===== src/rtl/sprite_pkg.sv =====
// Shared sprite types, key indices and default geometry.
// Also used by the renderer and collision blocks.
package sprite_pkg;

    typedef enum logic [1:0] {
        ST_IDLE,
        ST_MOVE,
        ST_FROZEN
    } state_e;

    localparam int KEY_RIGHT = 0;
    localparam int KEY_LEFT  = 1;
    localparam int KEY_UP    = 2;
    localparam int KEY_DOWN  = 3;

    localparam int DEF_W            = 10;
    localparam int DEF_X_MIN        = 20;
    localparam int DEF_X_MAX        = 659;
    localparam int DEF_Y_MIN        = 20;
    localparam int DEF_Y_MAX        = 459;
    localparam int DEF_X_INIT       = 340;
    localparam int DEF_Y_INIT       = 400;
    localparam int DEF_STEP_MIN     = 1;
    localparam int DEF_STEP_MAX     = 4;
    localparam int DEF_RAMP_TICKS   = 8;
    localparam int DEF_FREEZE_TICKS = 60;

    // Opposing keys cancel: +1, -1 or 0.
    function automatic logic signed [1:0] key_dir(
        input logic inc,
        input logic dec
    );
        if (inc && !dec) begin
            return 2'sd1;
        end
        if (dec && !inc) begin
            return -2'sd1;
        end
        return 2'sd0;
    endfunction

endpackage


===== src/rtl/axis_step.sv =====
// Clamped single-axis step adder.
// Sums are formed one bit wider so they cannot wrap.
module axis_step #(
    parameter int W = 10
) (
    input  logic [W-1:0]      pos,
    input  logic signed [1:0] dir,
    input  logic [2:0]        step,
    input  logic [W-1:0]      min_b,
    input  logic [W-1:0]      max_b,
    output logic [W-1:0]      next
);

    logic [W:0] up_sum;
    logic [W:0] lo_lim;

    assign up_sum = {1'b0, pos} + (W+1)'(step);
    assign lo_lim = {1'b0, min_b} + (W+1)'(step);

    always_comb begin
        next = pos;
        if (dir == 2'sd1) begin
            next = (up_sum > {1'b0, max_b}) ? max_b : up_sum[W-1:0];
        end else if (dir == -2'sd1) begin
            next = ({1'b0, pos} < lo_lim) ? min_b : pos - W'(step);
        end
    end

endmodule


===== src/rtl/sprite_pos_ctrl.sv =====
// 2-D sprite position controller with speed ramp,
// exact bound clamping and hit-triggered freeze.
module sprite_pos_ctrl
    import sprite_pkg::*;
#(
    parameter int W            = DEF_W,
    parameter int X_MIN        = DEF_X_MIN,
    parameter int X_MAX        = DEF_X_MAX,
    parameter int Y_MIN        = DEF_Y_MIN,
    parameter int Y_MAX        = DEF_Y_MAX,
    parameter int X_INIT       = DEF_X_INIT,
    parameter int Y_INIT       = DEF_Y_INIT,
    parameter int STEP_MIN     = DEF_STEP_MIN,
    parameter int STEP_MAX     = DEF_STEP_MAX,
    parameter int RAMP_TICKS   = DEF_RAMP_TICKS,
    parameter int FREEZE_TICKS = DEF_FREEZE_TICKS
) (
    input  logic         game_clk,
    input  logic         reset,
    input  logic [3:0]   key_n,
    input  logic         hit,
    output logic [W-1:0] pos_x,
    output logic [W-1:0] pos_y,
    output logic [2:0]   speed,
    output logic         frozen,
    output logic [3:0]   at_edge
);

    localparam int RW = (RAMP_TICKS > 1) ? $clog2(RAMP_TICKS) : 1;
    localparam int FW = (FREEZE_TICKS > 1) ? $clog2(FREEZE_TICKS) : 1;

    localparam logic [W-1:0] XMIN = W'(X_MIN);
    localparam logic [W-1:0] XMAX = W'(X_MAX);
    localparam logic [W-1:0] YMIN = W'(Y_MIN);
    localparam logic [W-1:0] YMAX = W'(Y_MAX);
    localparam logic [W-1:0] XINI = W'(X_INIT);
    localparam logic [W-1:0] YINI = W'(Y_INIT);
    localparam logic [2:0]   SMIN = 3'(STEP_MIN);
    localparam logic [2:0]   SMAX = 3'(STEP_MAX);
    localparam logic [RW-1:0] RLAST = RW'(RAMP_TICKS - 1);
    localparam logic [FW-1:0] FLAST = FW'(FREEZE_TICKS - 1);

    if (!(X_MIN <= X_INIT && X_INIT <= X_MAX &&
          Y_MIN <= Y_INIT && Y_INIT <= Y_MAX &&
          1 <= STEP_MIN && STEP_MIN <= STEP_MAX &&
          STEP_MAX <= 7)) begin : g_bad_param
        $error("sprite_pos_ctrl: illegal parameter set");
    end

    state_e        state_q, state_d;
    logic [W-1:0]  pos_x_q, pos_x_d;
    logic [W-1:0]  pos_y_q, pos_y_d;
    logic [2:0]    speed_q, speed_d;
    logic          frozen_q, frozen_d;
    logic [RW-1:0] ramp_q, ramp_d;
    logic [FW-1:0] frz_q, frz_d;

    logic signed [1:0] dir_x;
    logic signed [1:0] dir_y;
    logic [W-1:0]      nx_x;
    logic [W-1:0]      nx_y;
    logic              moving;

    assign dir_x  = key_dir(~key_n[KEY_RIGHT], ~key_n[KEY_LEFT]);
    assign dir_y  = key_dir(~key_n[KEY_DOWN], ~key_n[KEY_UP]);
    assign moving = (dir_x != 2'sd0) || (dir_y != 2'sd0);

    axis_step #(.W(W)) u_step_x (
        .pos   (pos_x_q),
        .dir   (dir_x),
        .step  (speed_q),
        .min_b (XMIN),
        .max_b (XMAX),
        .next  (nx_x)
    );

    axis_step #(.W(W)) u_step_y (
        .pos   (pos_y_q),
        .dir   (dir_y),
        .step  (speed_q),
        .min_b (YMIN),
        .max_b (YMAX),
        .next  (nx_y)
    );

    always_comb begin
        state_d  = state_q;
        pos_x_d  = pos_x_q;
        pos_y_d  = pos_y_q;
        speed_d  = speed_q;
        frozen_d = frozen_q;
        ramp_d   = ramp_q;
        frz_d    = frz_q;
        if (hit) begin
            state_d  = ST_FROZEN;
            pos_x_d  = XINI;
            pos_y_d  = YINI;
            speed_d  = SMIN;
            frozen_d = 1'b1;
            ramp_d   = '0;
            frz_d    = '0;
        end else begin
            unique case (state_q)
                ST_FROZEN: begin
                    if (frz_q == FLAST) begin
                        state_d  = ST_IDLE;
                        frozen_d = 1'b0;
                        frz_d    = '0;
                    end else begin
                        frz_d = frz_q + 1'b1;
                    end
                end
                ST_IDLE, ST_MOVE: begin
                    // Speed is always STEP_MIN in IDLE, so one path serves both.
                    if (moving) begin
                        state_d = ST_MOVE;
                        pos_x_d = nx_x;
                        pos_y_d = nx_y;
                        if (speed_q >= SMAX) begin
                            ramp_d = '0;
                        end else if (ramp_q == RLAST) begin
                            speed_d = speed_q + 1'b1;
                            ramp_d  = '0;
                        end else begin
                            ramp_d = ramp_q + 1'b1;
                        end
                    end else begin
                        state_d = ST_IDLE;
                        speed_d = SMIN;
                        ramp_d  = '0;
                    end
                end
                default: state_d = ST_IDLE;
            endcase
        end
    end

    always_ff @(posedge game_clk or posedge reset) begin
        if (reset) begin
            state_q  <= ST_IDLE;
            pos_x_q  <= XINI;
            pos_y_q  <= YINI;
            speed_q  <= SMIN;
            frozen_q <= 1'b0;
            ramp_q   <= '0;
            frz_q    <= '0;
        end else begin
            state_q  <= state_d;
            pos_x_q  <= pos_x_d;
            pos_y_q  <= pos_y_d;
            speed_q  <= speed_d;
            frozen_q <= frozen_d;
            ramp_q   <= ramp_d;
            frz_q    <= frz_d;
        end
    end

    assign pos_x  = pos_x_q;
    assign pos_y  = pos_y_q;
    assign speed  = speed_q;
    assign frozen = frozen_q;

    assign at_edge = {pos_y_q == YMAX, pos_y_q == YMIN,
                      pos_x_q == XMIN, pos_x_q == XMAX};

endmodule


===== config.mk =====
export PLATFORM = sky130hd
export DESIGN_NAME = sprite_pos_ctrl
export DESIGN_NICKNAME = d
export VERILOG_FILES = /design/src/rtl/sprite_pkg.sv /design/src/rtl/axis_step.sv /design/src/rtl/sprite_pos_ctrl.sv
export SDC_FILE = /design/constraint.sdc
export NUM_CORES = 1
export LEC_CHECK = 0
export BUFFER_PORTS_ARGS = -buffer_cell sky130_fd_sc_hd__buf_2
export CORE_ASPECT_RATIO = 1.75
export CORE_MARGIN = 5
export CORE_UTILIZATION = 66
export CTS_BUF_LIST = sky130_fd_sc_hd__clkbuf_4 sky130_fd_sc_hd__clkbuf_8
export DETAILED_ROUTE_END_ITERATION = 6
export HOLD_SLACK_MARGIN = 0.06
export PLACE_DENSITY = 0.86
export SYNTH_ARGS = -nofsm -noshare
export SYNTH_HDL_FRONTEND = slang
export SYNTH_SLANG_ARGS = --single-unit

===== constraint.sdc =====
create_clock -name game_clk -period 8.21 [get_ports game_clk]
set_input_delay 1.642 -clock game_clk [delete_from_list [all_inputs] [get_ports game_clk]]
set_output_delay 1.642 -clock game_clk [all_outputs]
set_load 0.02 [all_outputs]

=== Word level (Yosys, flattened, before mapping) ===
Cells that the tools add are included.

* Register bits: 35
* Output and inout port bits: 28

* Add/sub/neg operators: 8
* Magnitude comparators: 5
* Eq/ne operators: 15
* Multiplexer cells: 48
* Bitwise gates (word level): 4
* Reduce and logical (&&, ||, !) cells: 19

{| class="wikitable"
|+ Operators by type and width
! kind !! number
|-
| 10-bit 2-to-1 mux || 14
|-
| 3-bit 2-to-1 mux || 10
|-
| 10-bit by 3-bit adder with 11-bit output || 2
|-
| 10-bit by 11-bit < comparator with 1-bit output || 2
|-
| 10-bit by 5-bit == test with 1-bit output, second input constant || 2
|-
| 2-bit 2-to-1 mux || 10
|-
| 10-bit by 3-bit subtractor with 10-bit output || 2
|-
| 6-bit 2-to-1 mux || 3
|-
| 2-bit nonzero test || 6
|-
| 11-bit by 10-bit > comparator with 1-bit output, second input constant || 1
|-
| 11-bit by 9-bit > comparator with 1-bit output, second input constant || 1
|-
| 10-bit == test, second input constant || 1
|-
| 10-bit by 9-bit == test with 1-bit output, second input constant || 1
|-
| 1-bit 2-to-1 mux || 10
|-
| 3-bit AND reduction || 3
|-
| 3-bit by 1-bit adder with 3-bit output, second input constant || 2
|-
| 5-bit by 3-bit adder with 6-bit output, first input constant || 1
|-
| 6-bit by 1-bit adder with 6-bit output, second input constant || 1
|-
| 2-bit by 1-bit == test with 1-bit output, second input constant || 3
|-
| 2-bit == test, second input constant || 3
|-
| 6-bit == test, second input constant || 1
|-
| 3-bit inequality test, second input constant || 2
|-
| 3-bit nonzero test || 2
|-
| 1-bit logical AND || 4
|-
| 9 further kinds || 12
|}

=== Logic depth before layout (Yosys ltp) ===
* Depth after elaboration: 12
* Depth in mapped cells: 11
* Gate-level depth less buffers: 11

=== Cells and area by module ===
From an unflattened synthesis, not the netlist that was laid out.

* Cells, all modules: 550
* Area, all modules: 4812.1 um^2

{| class="wikitable"
|+ Modules (own cells, without submodules)
! module !! times used !! cells an instance !! area an instance (um^2) !! seq. area each (um^2)
|-
| sprite_pos_ctrl || 1 || 138 || 1645.3 || 885.8
|-
| axis_step at u_step_y || 1 || 207 || 1625.3 || 0.0
|-
| axis_step at u_step_x || 1 || 205 || 1541.5 || 0.0
|}

=== Worst setup path before layout ===
OpenSTA, ideal clock, no wires.

* Kind: flip-flop to output port
* Start: reg pos_x_q[4] (netlist: pos_x[4])
* End: out at_edge[0]
* Arrival time: 2.358 ns
* Required time: 6.568 ns
* Setup slack: 4.210 ns
* Cell stages (with the launch flop): 6
* Buffers on the path: 1
* Cells stage by stage: dfstp_2 > buf_2 > inv_1 > or4_1 > or4_1 > nor4_1

* Word-level cells in the longest chain between the ends: 1

{| class="wikitable"
|+ RTL lines
! element !! RTL line !! source
|-
| start, declared || sprite_pos_ctrl.sv:51 || <nowiki>logic [W-1:0] pos_x_q, pos_x_d;</nowiki>
|-
| start signal, assigned || sprite_pos_ctrl.sv:149 || <nowiki>pos_x_q <= pos_x_d;</nowiki>
|-
| 10-bit == test || sprite_pos_ctrl.sv:164 || <nowiki>pos_x_q == XMIN, pos_x_q == XMAX};</nowiki>
|-
| end, declared || sprite_pos_ctrl.sv:26 || <nowiki>output logic [3:0] at_edge</nowiki>
|}

Every way passes these cells.

=== Worst setup path after layout ===
Same ends and word-level chain as after synthesis.

==> summary.txt <==
Synthesis
  – XOR/XNOR share of the synthesized area: 0.0341
  – Most common cell in the netlist: nor2_1
  – Top cells by area, synth: dfrtp_1, ha_1, dfstp_2, nor2_1, a21oi_1
  – Largest area contributor in the netlist: dfrtp_1
  – Synth top area share: 0.202
  – Synth warn: 0
  – Avg Cell Area, Syn: 8.35 sq um
  – Post-synth top cells: nor2_1, nand2_1, a21oi_1, dfrtp_1, inv_1
  – Post-synthesis compound-gate area fraction: 0.264
  – Most common flop cell mapped by yosys: dfrtp_1
  – Syn Inst Count: 400
  – Post-Syn Area: 0.00334 sq mm
  – Synth Area in Adders: 0.110
  – EDFF count, synth: 0
  – Synthesized Nets: 434
  – Simple-Gate Fraction of Synth Area: 0.236
  – Post-synthesis sequential area ratio: 0.265
  – Mux contribution to synthesized area: 0.00712
  – #FFs+latches synth: 35
  – Yosys cell types: 76
  – Main combinational cell family by area after synthesis: compound AO/OA/AOI/OAI gates
  – Synth async-reset ratio: 1.00

Placement
  – Placed wire-length estimate: 6900 um
  – Port bufs: 34
  – Final GP Congestion: 1.01

Power
  – Part of the power in registers: 0.462
  – Clock share of power: 0.288
  – Pwr/cell area: 125 mW/mm^2
  – Logic pwr share: 0.249
  – Max VDD drop: 0.148 mV
  – Switch share: 0.346
  – Leak Pwr: 1.50 nW
  – Internal: 0.000286 W
  – Sw power: 0.000151 W

Worst setup path
  – Cell Chain, Critical Path: inv_1, or4_1, or4_1, nor4_1, buf_2
  – CP Launch Type: register
  – CP bufs+invs: 2
  – CP max stage cell: dfstp_2
  – CP Capture Type: output pin
  – Worst Path Max Fanout: 13
  – CP Class: reg -> out
  – CP max stage delay: 0.67 ns
  – Delay-heaviest family, CP: simple AND/OR/NAND/NOR gates
  – Most used cell, CP: or4_1
  – Worst path required time: 6.57 ns
  – Arrival time worst endpoint: 2.35 ns

Timing
  – RSZ-0062 raised after global routing: false
  – Slew HR: 0.344
  – Minimum clock period: 4.00 ns
  – Setup TNS: 0 ns
  – Setup Skew: 0.00691 ns
  – Max Slew Vio Count: 0
  – Fin crit share: 0.487
  – WHS: 0.497 ns
  – Fmax: 250 MHz
  – Setup violations, final: 0
  – Final hold violations: 0
  – Actual transition at the worst max-transition pin: 0.980 ns

Die
  – Starting density of the core: 0.677
  – Die width: 63.8 um
  – CORE AREA: 0.00493 sq mm
  – Chip height: 104 um
  – I/O Pins: 35
  – Row count: 34
  – Die ar.: 0.00664 sq mm

GRT
  – Initial antenna violation count: 0
  – First-pass GRT wire length: 15000 um
  – GRT Overall Usage: 0.279
  – Vias in the first global route: 3086
  – GRT overflow: 0
  – Pin count of the biggest net entering global routing: 36

Layout
  – Nets: 454
  – Synth-to-Final Area Change: 4.83%
  – Fill cell count: 415
  – Diodes inserted: 0
  – Multi-input logic area: 0.00218 sq mm
  – Layout cells sized above 1: 0.192
  – Sequential cell area: 886 sq um

Routing
  – Drt drc: 0
  – Antenna Nets Post-Route: 0
  – Vias per inst: 6.56
  – 1st-iter DRT viols: 312
  – Via count: 3116
  – Final WL: 8890 um
  – DR WL/cell: 18.7 um
  – Drt pass-1 iters: 4

Clocking
  – CTS H-Tree Depth: 2
  – Clock Path Buffers: 2
  – Num CTS Buffers: 5
  – Worst-Skew Late Latency: 0.29 ns
  – Post_cts resized: 0
  – Setup Fix Bufs, Post-CTS: 0
  – Clock Sinks: 35
  – CTS tree: yes
  – Clock tree root driver cell: clkbuf_8
  – Clk pin slew, worst setup/hold paths: 0.08 ns
  – Cts hold-fix bufs: 0

Job
  – Max cap viols: 0

Worst hold path
  – Min-Delay Path Class: reg -> reg

Run status
  – Status: completed
-- kinds of logic (layout without fill, tap and decap cells) --
logic type	count (synthesis)	count (layout)
DFF	35	35
buffers and inverters	50	71
adders and majority gates	27	27
and+or+nand+nor	153	153
muxes	2	2
AOI/OAI and AO/OA	120	120
xor gates and xnor gates	13	13
-- per-stage QoR --
step                utilization  instances  power, W  worst slack [ns]  cell area [sq um]
floorplan                     -        400  0.000286              4.21               3340
global route              0.709        475  0.000459              4.05               3500
CTS                       0.709        475  0.000437              4.22               3500
detailed placement        0.691        467  0.000313              4.47               3410
global placement          0.691        467  0.000310              4.55               3410
finish                    0.709        475  0.000437              4.21               3500
-- flip-flops by register name (all words and copies together) (netlist names) --
name / cells
frozen: 1
frz_q: 6
pos_x: 10
pos_y: 10
ramp_q: 3
speed: 3
state_q: 2
-- metal layers --
| metal | up-vias | wire length, um | GRT usage |
|---|---|---|---|
| met3 | 37 | 373 | 0.0249 |
| met2 | 117 | 4750 | 0.499 |
| li1 | 1476 | - | - |
| met1 | 1486 | 3250 | 0.311 |
| met5 | - | 0 | 0 |
| met4 | 0 | 526 | 0.159 |
-- worst reg2reg max path: cells and delay by family (launching register included) --
family                   cells  cell delay (ns)
buffers and inverters        1             0.06
AND/OR/NAND/NOR              1             0.09
flip-flops                   1             0.63
AO/OA/AOI/OAI                6             1.60
adder cells (fa/ha/maj)      2             0.69
-- final timing paths --
check / startpoint / to / slack, ns / cells after the start
max reg2reg: speed[0] / pos_x[4] / 5.07 / 10
min reg2reg: frozen / frozen / 0.50 / 1
min in group asynchronous: reset / pos_y[9] / 1.43 / 3
max: pos_x[4] / at_edge[0] / 4.21 / 5
max in group asynchronous: reset / pos_x[2] / 6.42 / 3
min: frozen / frozen / 0.50 / 1
-- power groups by stage --
stage / registers, W / clock network, W / logic [W]
final: 0.000202 / 0.000126 / 0.000109
after global routing: 0.000205 / 0.000133 / 0.000121
after CTS: 0.000201 / 0.000127 / 0.000108
after detailed placement: 0.000205 / 0 / 0.000108
after global placement: 0.000204 / 0 / 0.000105
after floorplan: 0.000200 / 0 / 0.0000853
-- layout by cell type (no fill, tap or decap), drive strengths merged, types with 3 or more instances in the layout --
master | synthesis | layout
xor2 | 5 | 5
a211oi | 6 | 6
buf | 9 | 35
a31oi | 9 | 9
a211o | 3 | 3
xnor2 | 8 | 8
o21bai | 4 | 4
nand2b | 10 | 10
clkbuf | 13 | 6
fa | 4 | 4
and3 | 7 | 7
o22ai | 3 | 3
dfstp | 8 | 8
nor4b | 3 | 3
a21o | 7 | 7
a21oi | 29 | 29
nor2 | 50 | 50
o31ai | 6 | 6
nor4 | 6 | 6
ha | 23 | 23
or4 | 4 | 4
o21ai | 27 | 27
inv | 28 | 28
nand3 | 9 | 9
nor3 | 11 | 11
nand4 | 4 | 4
nor2b | 3 | 3
a221oi | 4 | 4
nand2 | 32 | 32
dfrtp | 27 | 27
o21a | 3 | 3
-- final cells by class --
cell class / instances / area share
multi-input cells: 315 / 0.622
flip-flops and latches: 35 / 0.253
repair buffers: 35 / 0.0508
inverters: 28 / 0.0300
clock buffers: 6 / 0.0218
well taps: 54 / 0.0193
clock inverters: 2 / 0.00357
Note: power is estimated with default switching activity, not from simulation.
